File: config.mk
export PLATFORM = sky130hd
export DESIGN_NAME = mod_step_counter
export DESIGN_NICKNAME = d
export VERILOG_FILES = /design/src/rtl/ctr_pkg.sv /design/src/rtl/ctr_next_calc.sv /design/src/rtl/mod_step_counter.sv
export SDC_FILE = /design/constraint.sdc
export NUM_CORES = 1
export LEC_CHECK = 0
export CAP_MARGIN = 20
export CORE_AREA = 2 2 53 55
export CTS_CLUSTER_SIZE = 8
export DETAILED_ROUTE_END_ITERATION = 8
export DIE_AREA = 0 0 55 57
export HOLD_SLACK_MARGIN = 0.06
export PLACE_DENSITY = 0.8
export SETUP_SLACK_MARGIN = 0.1
export SYNTH_ARGS = -nofsm -noshare
export SYNTH_HDL_FRONTEND = slang
export SYNTH_SLANG_ARGS = --single-unit
File: constraint.sdc
create_clock -name clk -period 2 [get_ports clk]
set_clock_uncertainty 0.15 [all_clocks]
set_input_delay 0.2 -clock clk [delete_from_list [all_inputs] [get_ports clk]]
set_output_delay 0.2 -clock clk [all_outputs]
set_load 0.02 [all_outputs]
File: src/rtl/ctr_pkg.sv
// Shared types and helpers for the parametrised step counter.
// Purely declarative: no logic, no latency.
// No flow control; consumers decide how these types are used.
package ctr_pkg;

    // 2'b11 has no name on purpose: it decodes as wrap in the datapath.
    typedef enum logic [1:0] {
        MODE_WRAP    = 2'b00,
        MODE_SAT     = 2'b01,
        MODE_ONESHOT = 2'b10
    } mode_e;

    typedef enum logic {
        ST_RUN  = 1'b0,
        ST_DONE = 1'b1
    } state_e;

    localparam int MAX_WIDTH = 32;

    // Carried at MAX_WIDTH+1 bits so a 32-bit counter with MODULUS=2**32 fits.
    function automatic logic [MAX_WIDTH:0] clamp_load(
        input logic [MAX_WIDTH:0] value,
        input logic [MAX_WIDTH:0] modulus
    );
        return (value >= modulus) ? (modulus - 33'd1) : value;
    endfunction

endpackage

File: src/rtl/ctr_next_calc.sv
// Next-count calculator: one step up or down with wrap/clip at the boundary.
// Latency: purely combinational.
// No flow control; the caller decides whether to take the result.
// Ports: count/up_dn/mode in; next_val, crossed (boundary hit),
//        clip_changed (clipping moved the value) out.
module ctr_next_calc
    import ctr_pkg::*;
#(
    parameter int     WIDTH   = 8,
    parameter longint MODULUS = 256,
    parameter longint STEP    = 1
) (
    input  logic [WIDTH-1:0] count,
    input  logic             up_dn,
    input  logic [1:0]       mode,
    output logic [WIDTH-1:0] next_val,
    output logic             crossed,
    output logic             clip_changed
);

    // All arithmetic is one bit wider than the count so nothing overflows.
    localparam logic [WIDTH:0] MOD_W  = MODULUS[WIDTH:0];
    localparam logic [WIDTH:0] STEP_W = STEP[WIDTH:0];
    localparam logic [WIDTH:0] MAX_W  = MOD_W - (WIDTH+1)'(1);

    logic [WIDTH:0] cnt_x;
    logic [WIDTH:0] sum;
    logic [WIDTH:0] next_full;
    logic           sat_like;
    logic           unused_next_hi;

    assign cnt_x    = {1'b0, count};
    assign sum      = cnt_x + STEP_W;
    assign sat_like = (mode == MODE_SAT) || (mode == MODE_ONESHOT);

    always_comb begin
        next_full    = cnt_x;
        crossed      = 1'b0;
        clip_changed = 1'b0;
        if (up_dn) begin
            crossed = (sum >= MOD_W);
            if (!crossed) begin
                next_full = sum;
            end else if (sat_like) begin
                next_full    = MAX_W;
                clip_changed = (cnt_x != MAX_W);
            end else begin
                next_full = sum - MOD_W;
            end
        end else begin
            crossed = (cnt_x < STEP_W);
            if (!crossed) begin
                next_full = cnt_x - STEP_W;
            end else if (sat_like) begin
                next_full    = '0;
                clip_changed = (cnt_x != '0);
            end else begin
                // count < STEP here, so the sum stays below MODULUS.
                next_full = cnt_x + (MOD_W - STEP_W);
            end
        end
    end

    // The result is always < MODULUS <= 2**WIDTH, so the top bit is zero.
    assign next_val       = next_full[WIDTH-1:0];
    assign unused_next_hi = next_full[WIDTH];

endmodule

File: src/rtl/mod_step_counter.sv
// Modulo step counter with wrap/saturate/one-shot modes, load, clear and enable.
// Latency: count/wrap/done update one clock after inputs are sampled; tc is combinational.
// No backpressure: every enabled cycle advances unless the one-shot has finished.
// Ports: clk, rst (async, active-high), en, up_dn, mode, clear, load, load_val in;
//        count, tc, wrap, done out.
module mod_step_counter
    import ctr_pkg::*;
#(
    parameter int     WIDTH   = 8,
    parameter longint MODULUS = 256,
    parameter longint STEP    = 1
) (
    input  logic             clk,
    input  logic             rst,
    input  logic             en,
    input  logic             up_dn,
    input  logic [1:0]       mode,
    input  logic             clear,
    input  logic             load,
    input  logic [WIDTH-1:0] load_val,
    output logic [WIDTH-1:0] count,
    output logic             tc,
    output logic             wrap,
    output logic             done
);

    if (WIDTH < 2 || WIDTH > MAX_WIDTH || MODULUS < 2 ||
        MODULUS > (longint'(1) << WIDTH) || STEP < 1 || STEP >= MODULUS) begin : g_param_check
        $fatal(1, "mod_step_counter: illegal WIDTH/MODULUS/STEP combination");
    end

    localparam logic [WIDTH:0]     MOD_W   = MODULUS[WIDTH:0];
    localparam logic [WIDTH:0]     MAX_W   = MOD_W - (WIDTH+1)'(1);
    localparam logic [WIDTH-1:0]   MAX_CNT = MAX_W[WIDTH-1:0];
    localparam logic [MAX_WIDTH:0] MOD_33  = MODULUS[MAX_WIDTH:0];

    state_e             state;
    logic [WIDTH-1:0]   next_val;
    logic               crossed;
    logic               clip_changed;
    logic [MAX_WIDTH:0] load_full;
    logic [MAX_WIDTH:0] load_clamped;
    logic               unused_load_hi;

    ctr_next_calc #(
        .WIDTH   (WIDTH),
        .MODULUS (MODULUS),
        .STEP    (STEP)
    ) u_next (
        .count        (count),
        .up_dn        (up_dn),
        .mode         (mode),
        .next_val     (next_val),
        .crossed      (crossed),
        .clip_changed (clip_changed)
    );

    assign load_full      = {{(MAX_WIDTH + 1 - WIDTH){1'b0}}, load_val};
    assign load_clamped   = clamp_load(load_full, MOD_33);
    assign unused_load_hi = ^load_clamped[MAX_WIDTH:WIDTH];

    assign tc   = up_dn ? (count == MAX_CNT) : (count == '0);
    assign done = (state == ST_DONE);

    always_ff @(posedge clk or posedge rst) begin
        if (rst) begin
            count <= '0;
            wrap  <= 1'b0;
            state <= ST_RUN;
        end else if (clear) begin
            count <= '0;
            wrap  <= 1'b0;
            state <= ST_RUN;
        end else if (load) begin
            count <= load_clamped[WIDTH-1:0];
            wrap  <= 1'b0;
            state <= ST_RUN;
        end else begin
            wrap <= 1'b0;
            // A finished one-shot freezes until cleared, loaded or moved out of
            // one-shot mode; leaving the mode lets this cycle's enable count.
            if (!(state == ST_DONE && mode == MODE_ONESHOT)) begin
                state <= ST_RUN;
                if (en) begin
                    count <= next_val;
                    if (crossed) begin
                        // Saturate only flags a clip that actually moved the count.
                        wrap <= (mode == MODE_SAT) ? clip_changed : 1'b1;
                        if (mode == MODE_ONESHOT) begin
                            state <= ST_DONE;
                        end
                    end
                end
            end
        end
    end

endmodule

==> impl_metrics.env <==
export IMPL_via_count=1385
export IMPL_cts_sink_count=10
export IMPL_number_of_enable_flip_flop_cells_after_synthesis=0
export IMPL_yosysWarnings=0
export IMPL_worst_ir_drop_vdd_mv=0.324
export IMPL_worst_hold_path_type="input pin to asynchronous set/reset pin"
export IMPL_postSynthAreaPerCell_sq_um=7.74
export IMPL_total_die_area_sq_mm=0.00314
export IMPL_grt_antenna_before_repair=0
export IMPL_regToRegEndpoint="count[3]"
export IMPL_post_dp_hpwl_mm=2.69
export IMPL_num_rows=19
export IMPL_hold_viol_final=0
export IMPL_route_final_wire_length_mm=4.02
export IMPL_grt_first_pass_wirelength_mm=6.08
export IMPL_port_buffer_count=26
export IMPL_placedInstanceArea_sq_mm=0.00153
export IMPL_final_cell_area_sq_mm=0.00178
export IMPL_startpoint_type="flop"
export IMPL_yosys_cell_types_count=51
export IMPL_yosys_most_used_dff="sky130_fd_sc_hd__dfrtp_1"
export IMPL_synth_seq_cells=10
export IMPL_clkTransAtPathRegs_ns=0.09
export IMPL_violations_in_the_final_reports="negative setup slack"
export IMPL_timing_final_crit_period_ns=2.13
export IMPL_maximum_number_of_pins_on_one_net_before_global_route_repair=15
export IMPL_top_level_i_o_count=27
export IMPL_layout_worst_path_cycle_share_pct=106
export IMPL_timing_critical_path_fanout_max=3
export IMPL_cts_root_to_sink_buffers=2
export IMPL_clock_root_buffer="sky130_fd_sc_hd__clkbuf_4"
export IMPL_netlist_instances=137
export IMPL_final_layout_size_suffix_gt1_share_pct=36.8
export IMPL_global_route_overflow_total=0
export IMPL_gr_usage_all_layers_pct=25.7
export IMPL_tritoncts_num_buffers=3
export IMPL_most_common_layout_cells="sky130_fd_sc_hd__buf_4 (31), sky130_fd_sc_hd__clkdlybuf4s50_1 (23), sky130_fd_sc_hd__nand2_1 (16)"
export IMPL_synth_fp_nets=158
export IMPL_die_width_um=55
export IMPL_power_density_mw_per_mm2=512
export IMPL_insertedDiodeCount=0
export IMPL_worstSetupEndpointType="flop"
export IMPL_critPathRequiredTime_ns=2.03
export IMPL_synthToLayoutAreaGrowth_pct=68.0
export IMPL_wl_per_cell_um=17.9
export IMPL_ff2ff_setup_slack_ns=-0.13
export IMPL_timing_final_max_slew_violations=0
export IMPL_register_area_share_after_synthesis_pct=23.6
export IMPL_clock_tree_from_tritoncts="done"
export IMPL_worstSkewPairLatency_ns=0.29
export IMPL_clock_fmax_ghz=0.470
export IMPL_place_gp_congestion=0.967
export IMPL_worst_setup_path_type="flop to flop"
export IMPL_timing_max_cap_violations=0
export IMPL_placeableCoreArea_sq_mm=0.00262
export IMPL_viasPerCell=6.18
export IMPL_h_tree_depth=1
export IMPL_grt_setup_unrepaired="true"
export IMPL_worst_slew_pin_slew_ns=0.440
export IMPL_drt_first_pass_iters=5
export IMPL_cellLeakagePower_nw=0.757
export IMPL_first_global_vias=1395
export IMPL_async_flop_share_pct=100
export IMPL_start_util_pct=40.5
export IMPL_regToRegStartpoint="count[0]"
export IMPL_nNetsFinal=215
export IMPL_timing_final_ws_setup_ns=-0.129
export IMPL_timing_critical_path_arrival_ns=2.16
export IMPL_number_of_drc_markers_in_iteration_0=74
export IMPL_max_slew_headroom_at_the_worst_pin_pct=70.6
export IMPL_drt_antenna_violating_nets=0
export IMPL_die_height_um=57
export IMPL_drc_errors=0
export IMPL_outcome="finished with violations"
export IMPL_r2r_cells=8
export IMPL_finalHoldWorstSlack_ns=0.0464
export IMPL_timing_final_setup_violations=6
export IMPL_mostFrequentLayoutCell="sky130_fd_sc_hd__buf_4"
export IMPL_synthesis_area_sq_mm=0.00106
Yosys cell counts (3+ instances only):
master / count / share of area, %
sky130_fd_sc_hd__buf_2: 4 / 1.9
sky130_fd_sc_hd__clkbuf_1: 4 / 1.4
sky130_fd_sc_hd__dfrtp_1: 10 / 24
sky130_fd_sc_hd__ha_1: 5 / 5.9
sky130_fd_sc_hd__nor2_1: 12 / 4.2
sky130_fd_sc_hd__o21ai_1: 4 / 1.9
sky130_fd_sc_hd__inv_1: 10 / 3.5
sky130_fd_sc_hd__a31oi_1: 3 / 1.8
sky130_fd_sc_hd__nand2_1: 17 / 6.0
sky130_fd_sc_hd__a21oi_1: 9 / 4.2
sky130_fd_sc_hd__o21ai_0: 5 / 2.4
sky130_fd_sc_hd__nor2b_1: 3 / 1.8
sky130_fd_sc_hd__nand3_1: 5 / 2.4
report_power, final:
group / internal, mW / switching (mW)
clock: 0.0774 / 0.0874
sequential: 0.218 / 0.0208
combinational: 0.254 / 0.255
total: 0.549 / 0.363
cell type report:
class	count	area (sq um)
Clock buffer	4	26.3
Tap cell	31	38.8
Inverter	10	42.5
Multi-Input combinational cell	107	855
Fill cell	198	835
Sequential cell	10	254
Timing Repair Buffer	62	564
worst max-delay path, cell delays in order, from the launching register on:
cell and delay, ns:
sky130_fd_sc_hd__dfrtp_2 0.42, sky130_fd_sc_hd__buf_6 0.13, sky130_fd_sc_hd__inv_4 0.05, sky130_fd_sc_hd__ha_4 0.13
sky130_fd_sc_hd__or3b_4 0.42, sky130_fd_sc_hd__nor4b_4 0.36, sky130_fd_sc_hd__a211oi_2 0.09, sky130_fd_sc_hd__a32oi_1 0.19
sky130_fd_sc_hd__o21ai_1 0.09
routing by layer:
metal	track usage, %	part of all wire, %	vias up
met5	0	0	-
met4	10.1	3.3	0
li1	-	-	616
met3	5.24	7.7	21
met2	41.8	52	88
met1	32.6	37	660
kinds of logic (layout without fill, tap and decap cells):
group,Yosys count,count (layout),share of synthesized area [%]
and+or+nand+nor,55,55,30.6
AOI/OAI and AO/OA,46,46,30.5
buffers and inverters,20,76,8.62
DFF,10,10,23.6
adders and majority gates,5,5,5.90
xor gates and xnor gates,1,1,0.827
registers in the layout, summed over array words and instances, names as in the netlist:
register	flops
wrap	1
count	8
done	1
stage by stage:
step	setup WS, ns	util (%)	power, mW	instances	setup TNS, ns
2_1_floorplan	0.0270	-	0.461	137	0
3_3_place_gp	-0.160	58.6	0.617	210	-1.06
3_5_place_dp	-0.212	58.6	0.628	210	-1.47
4_1_cts	-0.139	63.0	0.824	221	-0.393
5_1_grt	-0.217	68.1	0.959	224	-0.914
6_report	-0.129	68.1	0.912	224	-0.462
timing repair:
item | CTS | global route
hold buffers | 0 | 0
cloned | 0 | 0
endpoints found under the hold margin | 0 | 0
setup buffers | 7 | 4
setup endpoints to repair | 9 | 12
pin swaps | 11 | 19
gates resized for setup | 15 | 24
worst max path at each step:
stage	to	startpoint
finish	count[3]	count[0]
global route	count[6]	count[0]
CTS	count[3]	count[0]
detailed placement	count[3]	mode[0]
global placement	count[4]	mode[0]
floorplan	count[3]	count[1]
Note: power is estimated with default switching activity, not from simulation.
